==> src/rtl/regfile_pkg.sv <==
// regfile_pkg: shared defaults and register-index helpers for the scoreboarded register file.
package regfile_pkg;
   localparam int DEF_DATA_W = 8;
   localparam int DEF_ADDR_W = 3;
   localparam int ZERO_REG = 0;
   localparam logic [7:0] DEF_CONST_VAL = 8'h7F;
   function automatic int const_reg(input int addr_w);
      return (1 << addr_w) - 1;
   endfunction
endpackage

==> src/rtl/rf_scoreboard.sv <==
// rf_scoreboard: per-register busy bits, set/clear priority and issue stall generation.
// With REGFILE_BYPASS_EN, a same-cycle write-back hides a source's busy bit from the stall.
module rf_scoreboard
   import regfile_pkg::*;
#(
   parameter int ADDR_W = DEF_ADDR_W,
   parameter int HAS_CONST = 1
) (
   input  logic                   clk,
   input  logic                   rst,
   input  logic                   i_iss_valid,
   input  logic                   i_iss_wr,
   input  logic [ADDR_W-1:0]      i_iss_dst,
   input  logic [ADDR_W-1:0]      i_iss_src_a,
   input  logic [ADDR_W-1:0]      i_iss_src_b,
   input  logic                   i_wb_en,
   input  logic [ADDR_W-1:0]      i_wb_addr,
   output logic                   o_stall,
   output logic [(1<<ADDR_W)-1:0] o_busy
);
   localparam int DEPTH = 1 << ADDR_W;
   localparam logic [ADDR_W-1:0] ZR = ADDR_W'(ZERO_REG);
   localparam logic [ADDR_W-1:0] CR = ADDR_W'(const_reg(ADDR_W));
   logic [DEPTH-1:0] r_busy;
   logic [DEPTH-1:0] w_clr;
   logic [DEPTH-1:0] w_set;
   logic [DEPTH-1:0] w_src_busy;
   logic             w_dst_ro;
   logic             w_accept;
   assign w_clr = DEPTH'(i_wb_en) << i_wb_addr;
`ifdef REGFILE_BYPASS_EN
   assign w_src_busy = r_busy & ~w_clr;
`else
   assign w_src_busy = r_busy;
`endif
   // WAW always looks at registered busy so a new producer never races the old one
   assign o_stall = i_iss_valid & (w_src_busy[i_iss_src_a] | w_src_busy[i_iss_src_b] |
                                   (i_iss_wr & r_busy[i_iss_dst]));
   assign w_accept = i_iss_valid & ~o_stall;
   assign w_dst_ro = (i_iss_dst == ZR) | ((HAS_CONST != 0) && (i_iss_dst == CR));
   assign w_set = DEPTH'(w_accept & i_iss_wr & ~w_dst_ro) << i_iss_dst;
   always_ff @(posedge clk) begin
      if (rst) r_busy <= '0;
      else     r_busy <= (r_busy & ~w_clr) | w_set;
   end
   assign o_busy = r_busy;
endmodule

==> src/rtl/regfile_scoreboard.sv <==
// regfile_scoreboard: 2R/1W register file with zero/constant registers and hazard scoreboard.
// Optional same-cycle write-back forwarding enabled by defining REGFILE_BYPASS_EN.
module regfile_scoreboard
   import regfile_pkg::*;
#(
   parameter int DATA_W = DEF_DATA_W,
   parameter int ADDR_W = DEF_ADDR_W,
   parameter int HAS_CONST = 1,
   parameter logic [DATA_W-1:0] CONST_VAL = DATA_W'(DEF_CONST_VAL)
) (
   input  logic                   clk,
   input  logic                   rst,
   input  logic [ADDR_W-1:0]      RA,
   input  logic [ADDR_W-1:0]      RB,
   output logic [DATA_W-1:0]      A,
   output logic [DATA_W-1:0]      B,
   input  logic                   RegWrite,
   input  logic [ADDR_W-1:0]      RDo,
   input  logic [DATA_W-1:0]      wb_data,
   input  logic                   iss_valid,
   input  logic                   iss_wr,
   input  logic [ADDR_W-1:0]      iss_dst,
   input  logic [ADDR_W-1:0]      iss_src_a,
   input  logic [ADDR_W-1:0]      iss_src_b,
   output logic                   stall,
   output logic [(1<<ADDR_W)-1:0] busy
);
   localparam int DEPTH = 1 << ADDR_W;
   localparam logic [ADDR_W-1:0] ZR = ADDR_W'(ZERO_REG);
   localparam logic [ADDR_W-1:0] CR = ADDR_W'(const_reg(ADDR_W));
   logic [DATA_W-1:0] r_mem [DEPTH];
   logic              w_we;
   logic              w_byp;
   assign w_we = RegWrite & (RDo != ZR) & ~((HAS_CONST != 0) && (RDo == CR));
`ifdef REGFILE_BYPASS_EN
   assign w_byp = RegWrite;
`else
   assign w_byp = 1'b0;
`endif
   always_ff @(posedge clk) begin
      if (rst) begin
         for (int i = 0; i < DEPTH; i++) r_mem[i] <= '0;
      end else if (w_we) begin
         r_mem[RDo] <= wb_data;
      end
   end
   // zero and constant registers win over forwarding, forwarding wins over storage
   assign A = (RA == ZR) ? '0 : ((HAS_CONST != 0) && (RA == CR)) ? CONST_VAL :
              (w_byp && (RDo == RA)) ? wb_data : r_mem[RA];
   assign B = (RB == ZR) ? '0 : ((HAS_CONST != 0) && (RB == CR)) ? CONST_VAL :
              (w_byp && (RDo == RB)) ? wb_data : r_mem[RB];
   rf_scoreboard #(.ADDR_W(ADDR_W), .HAS_CONST(HAS_CONST)) u_sb (
      .clk         (clk),
      .rst         (rst),
      .i_iss_valid (iss_valid),
      .i_iss_wr    (iss_wr),
      .i_iss_dst   (iss_dst),
      .i_iss_src_a (iss_src_a),
      .i_iss_src_b (iss_src_b),
      .i_wb_en     (RegWrite),
      .i_wb_addr   (RDo),
      .o_stall     (stall),
      .o_busy      (busy)
   );
endmodule

==> config.mk <==
export PLATFORM = sky130hd
export DESIGN_NAME = regfile_scoreboard
export DESIGN_NICKNAME = d
export VERILOG_FILES = /design/src/rtl/regfile_pkg.sv /design/src/rtl/rf_scoreboard.sv /design/src/rtl/regfile_scoreboard.sv
export SDC_FILE = /design/constraint.sdc
export NUM_CORES = 1
export LEC_CHECK = 0
export CAP_MARGIN = 20
export CORE_MARGIN = 10
export CORE_UTILIZATION = 52
export CTS_CLUSTER_DIAMETER = 120
export DETAILED_ROUTE_END_ITERATION = 10
export PLACE_DENSITY = 0.75
export RECOVER_POWER = 100
export SYNTH_ARGS = -nofsm -noshare
export SYNTH_HDL_FRONTEND = slang
export SYNTH_SLANG_ARGS = --single-unit
==> constraint.sdc <==
create_clock -name clk -period 2.89 [get_ports clk]
set_input_delay 0.867 -clock clk [delete_from_list [all_inputs] [get_ports clk]]
set_output_delay 0.867 -clock clk [all_outputs]
set_load 0.005 [all_outputs]
==> impl_metrics.env <==
export IMPL_timing_final_max_slew_violations=0
export IMPL_gr_usage_all_layers_pct=17.04
export IMPL_p_leak_nw=1.586
export IMPL_setup_viol=0
export IMPL_totalWireLength_um=8756
export IMPL_starting_density_of_the_core_pct=53.63
export IMPL_multi_input_area_mm2=0.001683
export IMPL_final_cycle_utilization_of_the_critical_path_pct=99.13
export IMPL_synth_area_leaders="sky130_fd_sc_hd__edfxtp_1 (45%), sky130_fd_sc_hd__and2_1 (9.6%), sky130_fd_sc_hd__mux2_2 (5.6%)"
export IMPL_port_buffers=55
export IMPL_wire_length_of_the_first_global_routing_pass_um=13490
export IMPL_rsz0062_at_grt="yes"
export IMPL_detailedRoute_firstIterationViolations=153
export IMPL_core_region_area_mm2=0.005956
export IMPL_std_cell_rows=28
export IMPL_max_slew_margin_rel_pct=45.45
export IMPL_leftover_overflow_at_the_end_of_global_routing=0
export IMPL_use_met1_pct=20.61
export IMPL_ctsHtreeMaxLevel=2
export IMPL_layout_min_cycle_time_ns=2.865
export IMPL_fmax_mhz=349.1
export IMPL_worst_path_max_delay_cell="sky130_fd_sc_hd__mux4_2"
export IMPL_worst_clock_skew_ns=0.0006633
export IMPL_clock_root_buffer="sky130_fd_sc_hd__clkbuf_8"
export IMPL_worstPathCellList="buf_8, mux4_2, mux2i_2, o211ai_1, and2_1, buf_2"
export IMPL_power_per_cell_area_mw_per_mm2=401.5
export IMPL_critPathCaptureType="primary output"
export IMPL_design_area_mm2=0.004249
export IMPL_worstPathRequired_ns=2.02
export IMPL_cp_start_kind="primary input"
export IMPL_hold_slack_ns=0.5191
export IMPL_grt_max_degree=18
export IMPL_seq_area_frac_synth_pct=50.14
export IMPL_hold_path_class="register to register"
export IMPL_clk_path_buf_depth=2
export IMPL_clk_insertion_delay_late_ns=0.30
export IMPL_grt_antenna_before_repair=0
export IMPL_slowest_delay_ns=0.49
export IMPL_hpwl_um=6283
export IMPL_finalHoldViolations=0
export IMPL_boundaryPins=56
export IMPL_netlist_cell_type_count=36
export IMPL_number_of_hold_repair_buffers_added_at_the_cts_stage=0
export IMPL_dpl_instance_area_mm2=0.003935
export IMPL_area_delta_synth_final_pct=33.02
export IMPL_timing_setup_critical_path_class="primary input to primary output"
export IMPL_detail_route_antenna_nets=0
export IMPL_synth_cell_area_mm2=0.003194
export IMPL_floorplan_die_area_mm2=0.009678
export IMPL_fp_dieH_um=98.38
export IMPL_number_of_diodes=0
export IMPL_syn_inst=281
export IMPL_ys_warnings_count=0
export IMPL_first_global_vias=2639
export IMPL_syn_area_per_cell_um2=11.37
export IMPL_cts_buffers_inserted=5
export IMPL_cp_arrival_ns=2.00
export IMPL_rd_place_congestion=0.8659
export IMPL_nets=382
export IMPL_final_layout_size_suffix_gt1_share_pct=26.42
export IMPL_grtUsageMet2_pct=27.33
export IMPL_synth_enable_flop_cells=48
export IMPL_cap_violations=0
export IMPL_outcome="complete, no violations"
export IMPL_synth_top_area_cell="sky130_fd_sc_hd__edfxtp_1"
export IMPL_worst_path_max_fanout=2
export IMPL_die_w_um=98.38
export IMPL_synthArstFlopShare_pct=0
export IMPL_ys_dominant_reg_cell="sky130_fd_sc_hd__edfxtp_1"
export IMPL_via_count=2541
export IMPL_routed_via_density=5.951
export IMPL_grt_busiest_layer="met2"
export IMPL_drt_first_pass_iters=5
export IMPL_worst_ir_drop_vdd_mv=0.4070
export IMPL_post_drt_wl_per_cell_um=20.51
export IMPL_worst_slew_pin_transition_ns=0.8120
export IMPL_use_met3_pct=4.440
export IMPL_share_of_the_synthesized_area_in_the_top_cell_type_pct=45.12
export IMPL_filler_cell_count=442
export IMPL_clkSinkCount=56
export IMPL_regArea_mm2=0.001602
export IMPL_synth_seq_cells=56
export IMPL_detail_route_drc_violations=0
export IMPL_clock_tree_from_tritoncts="done"
export IMPL_clk_slew_on_worst_s_h_paths_ns=0.09
export IMPL_synth_net_count=312
==> final timing paths <==
kind | startpoint | to | slack [ns] | cells after the start
worst max-delay path | iss_src_a[0] | stall | 0.03 | 6
worst min-delay path | u_sb.o_busy[0] | u_sb.o_busy[0] | 0.52 | 1
worst max register to register | u_sb.o_busy[6] | u_sb.o_busy[2] | 1.27 | 6
worst min register to register | u_sb.o_busy[0] | u_sb.o_busy[0] | 0.52 | 1
==> per-stage QoR <==
step                instances  power, mW  utilization (%)  setup slack (ns)  setup TNS, ns
finish                    427      1.706            71.34           0.02528              0
global route              427      1.770            71.34         -0.009665       -0.01250
CTS                       426      1.696            70.80         0.0002216              0
detailed placement        414      1.286            66.07           -0.8629         -11.87
global placement          414      1.281            66.07           -0.8400         -11.36
floorplan                 281      1.108                -           0.09311              0
==> timing repair <==
action | 4_1_cts | 5_1_grt
pin swaps | 15 | 9
gates resized for setup | 109 | 26
endpoints found under the setup margin | 17 | 16
gates cloned | 1 | 0
setup buffers | 4 | 2
==> power by group <==
part | total, mW | internal (mW) | switching, mW
logic | 0.345 | 0.178 | 0.167
clock network | 0.400 | 0.167 | 0.233
registers | 0.961 | 0.923 | 0.0378
total | 1.71 | 1.27 | 0.438
==> flip-flops by register name (all words and copies together) (netlist names) <==
name,cells
r_mem,48
u_sb.o_busy,8
==> synthesized netlist by cell type, types with 2 or more instances <==
cell type and instances:
sky130_fd_sc_hd__and2_1 49, sky130_fd_sc_hd__edfxtp_1 48, sky130_fd_sc_hd__nand2_1 23, sky130_fd_sc_hd__mux2_2 16, sky130_fd_sc_hd__a22o_1 14, sky130_fd_sc_hd__a22oi_1 14
sky130_fd_sc_hd__o221ai_1 14, sky130_fd_sc_hd__clkbuf_1 10, sky130_fd_sc_hd__nor2_1 10, sky130_fd_sc_hd__dfxtp_1 8, sky130_fd_sc_hd__mux2i_1 7, sky130_fd_sc_hd__o211ai_1 6
sky130_fd_sc_hd__o21ai_1 6, sky130_fd_sc_hd__or2_2 6, sky130_fd_sc_hd__buf_2 5, sky130_fd_sc_hd__nand2b_1 5, sky130_fd_sc_hd__a21oi_1 4, sky130_fd_sc_hd__inv_1 4
sky130_fd_sc_hd__buf_1 3, sky130_fd_sc_hd__mux4_2 3, sky130_fd_sc_hd__nand4_1 3, sky130_fd_sc_hd__nor2b_1 3, sky130_fd_sc_hd__nor3b_1 3, sky130_fd_sc_hd__a211oi_1 2
sky130_fd_sc_hd__and3_1 2, sky130_fd_sc_hd__mux4_1 2, sky130_fd_sc_hd__nand4b_1 2
==> cell families (layout without fill, tap and decap cells) <==
family                 Yosys count  after routing  share of synthesized area, %
AOI/OAI and AO/OA               63             63                         15.32
muxes                           29             29                         12.30
DFF                             56             56                         50.14
buffers and inverters           23             94                         3.016
and+or+nand+nor                110            110                         19.23
==> cell type report <==
class	count	share of cell area [%]
clock buffers	5	1.620
well taps	75	2.208
multi-input cells	202	39.61
repair buffers	82	18.08
inverters	4	0.3534
clock inverters	3	0.4417
flip-flops and latches	56	37.69
==> layer usage <==
layer | wire (um) | vias to the layer above
met5 | 0 | -
met4 | 378 | 0
met3 | 657 | 32
met2 | 4033 | 134
met1 | 3685 | 1163
li1 | - | 1212
==> cell usage in the layout, fill, tap and decap left out, types with 3 or more instances in the layout <==
cell type                         Yosys  layout
sky130_fd_sc_hd__mux2i_1              7       6
sky130_fd_sc_hd__clkdlybuf4s50_1      0      15
sky130_fd_sc_hd__buf_2                5       4
sky130_fd_sc_hd__a22oi_1             14       9
sky130_fd_sc_hd__nor2b_1              3       3
sky130_fd_sc_hd__mux2_2              16      12
sky130_fd_sc_hd__dfxtp_1              8       8
sky130_fd_sc_hd__o21ai_0              0       6
sky130_fd_sc_hd__buf_4                1      16
sky130_fd_sc_hd__mux2_4               0       4
sky130_fd_sc_hd__nand2_1             23      23
sky130_fd_sc_hd__buf_6                0       6
sky130_fd_sc_hd__dlygate4sd3_1        0       9
sky130_fd_sc_hd__o221ai_2             0      12
sky130_fd_sc_hd__a22oi_2              0       5
sky130_fd_sc_hd__inv_1                4       4
sky130_fd_sc_hd__clkbuf_1            10       4
sky130_fd_sc_hd__o211ai_1             6       6
sky130_fd_sc_hd__and2_0               0      29
sky130_fd_sc_hd__edfxtp_1            48      48
sky130_fd_sc_hd__nand4_1              3       3
sky130_fd_sc_hd__nand2b_1             5       3
sky130_fd_sc_hd__clkbuf_8             0       5
sky130_fd_sc_hd__clkbuf_2             0       4
sky130_fd_sc_hd__mux4_2               3       5
sky130_fd_sc_hd__clkdlybuf4s15_1      0      12
sky130_fd_sc_hd__or2_0                0       4
sky130_fd_sc_hd__dlygate4sd2_1        0       5
sky130_fd_sc_hd__a22o_1              14      14
sky130_fd_sc_hd__and2_1              49      20
sky130_fd_sc_hd__a21oi_1              4       4
sky130_fd_sc_hd__nor2_1              10       8
==> critical path: cells and delay by family <==
family                 cells  cell delay, ns
AOI/OAI and AO/OA          1            0.11
buffers and inverters      2            0.20
muxes                      2            0.68
and+or+nand+nor            1            0.14
Note: power is estimated with default switching activity, not from simulation.
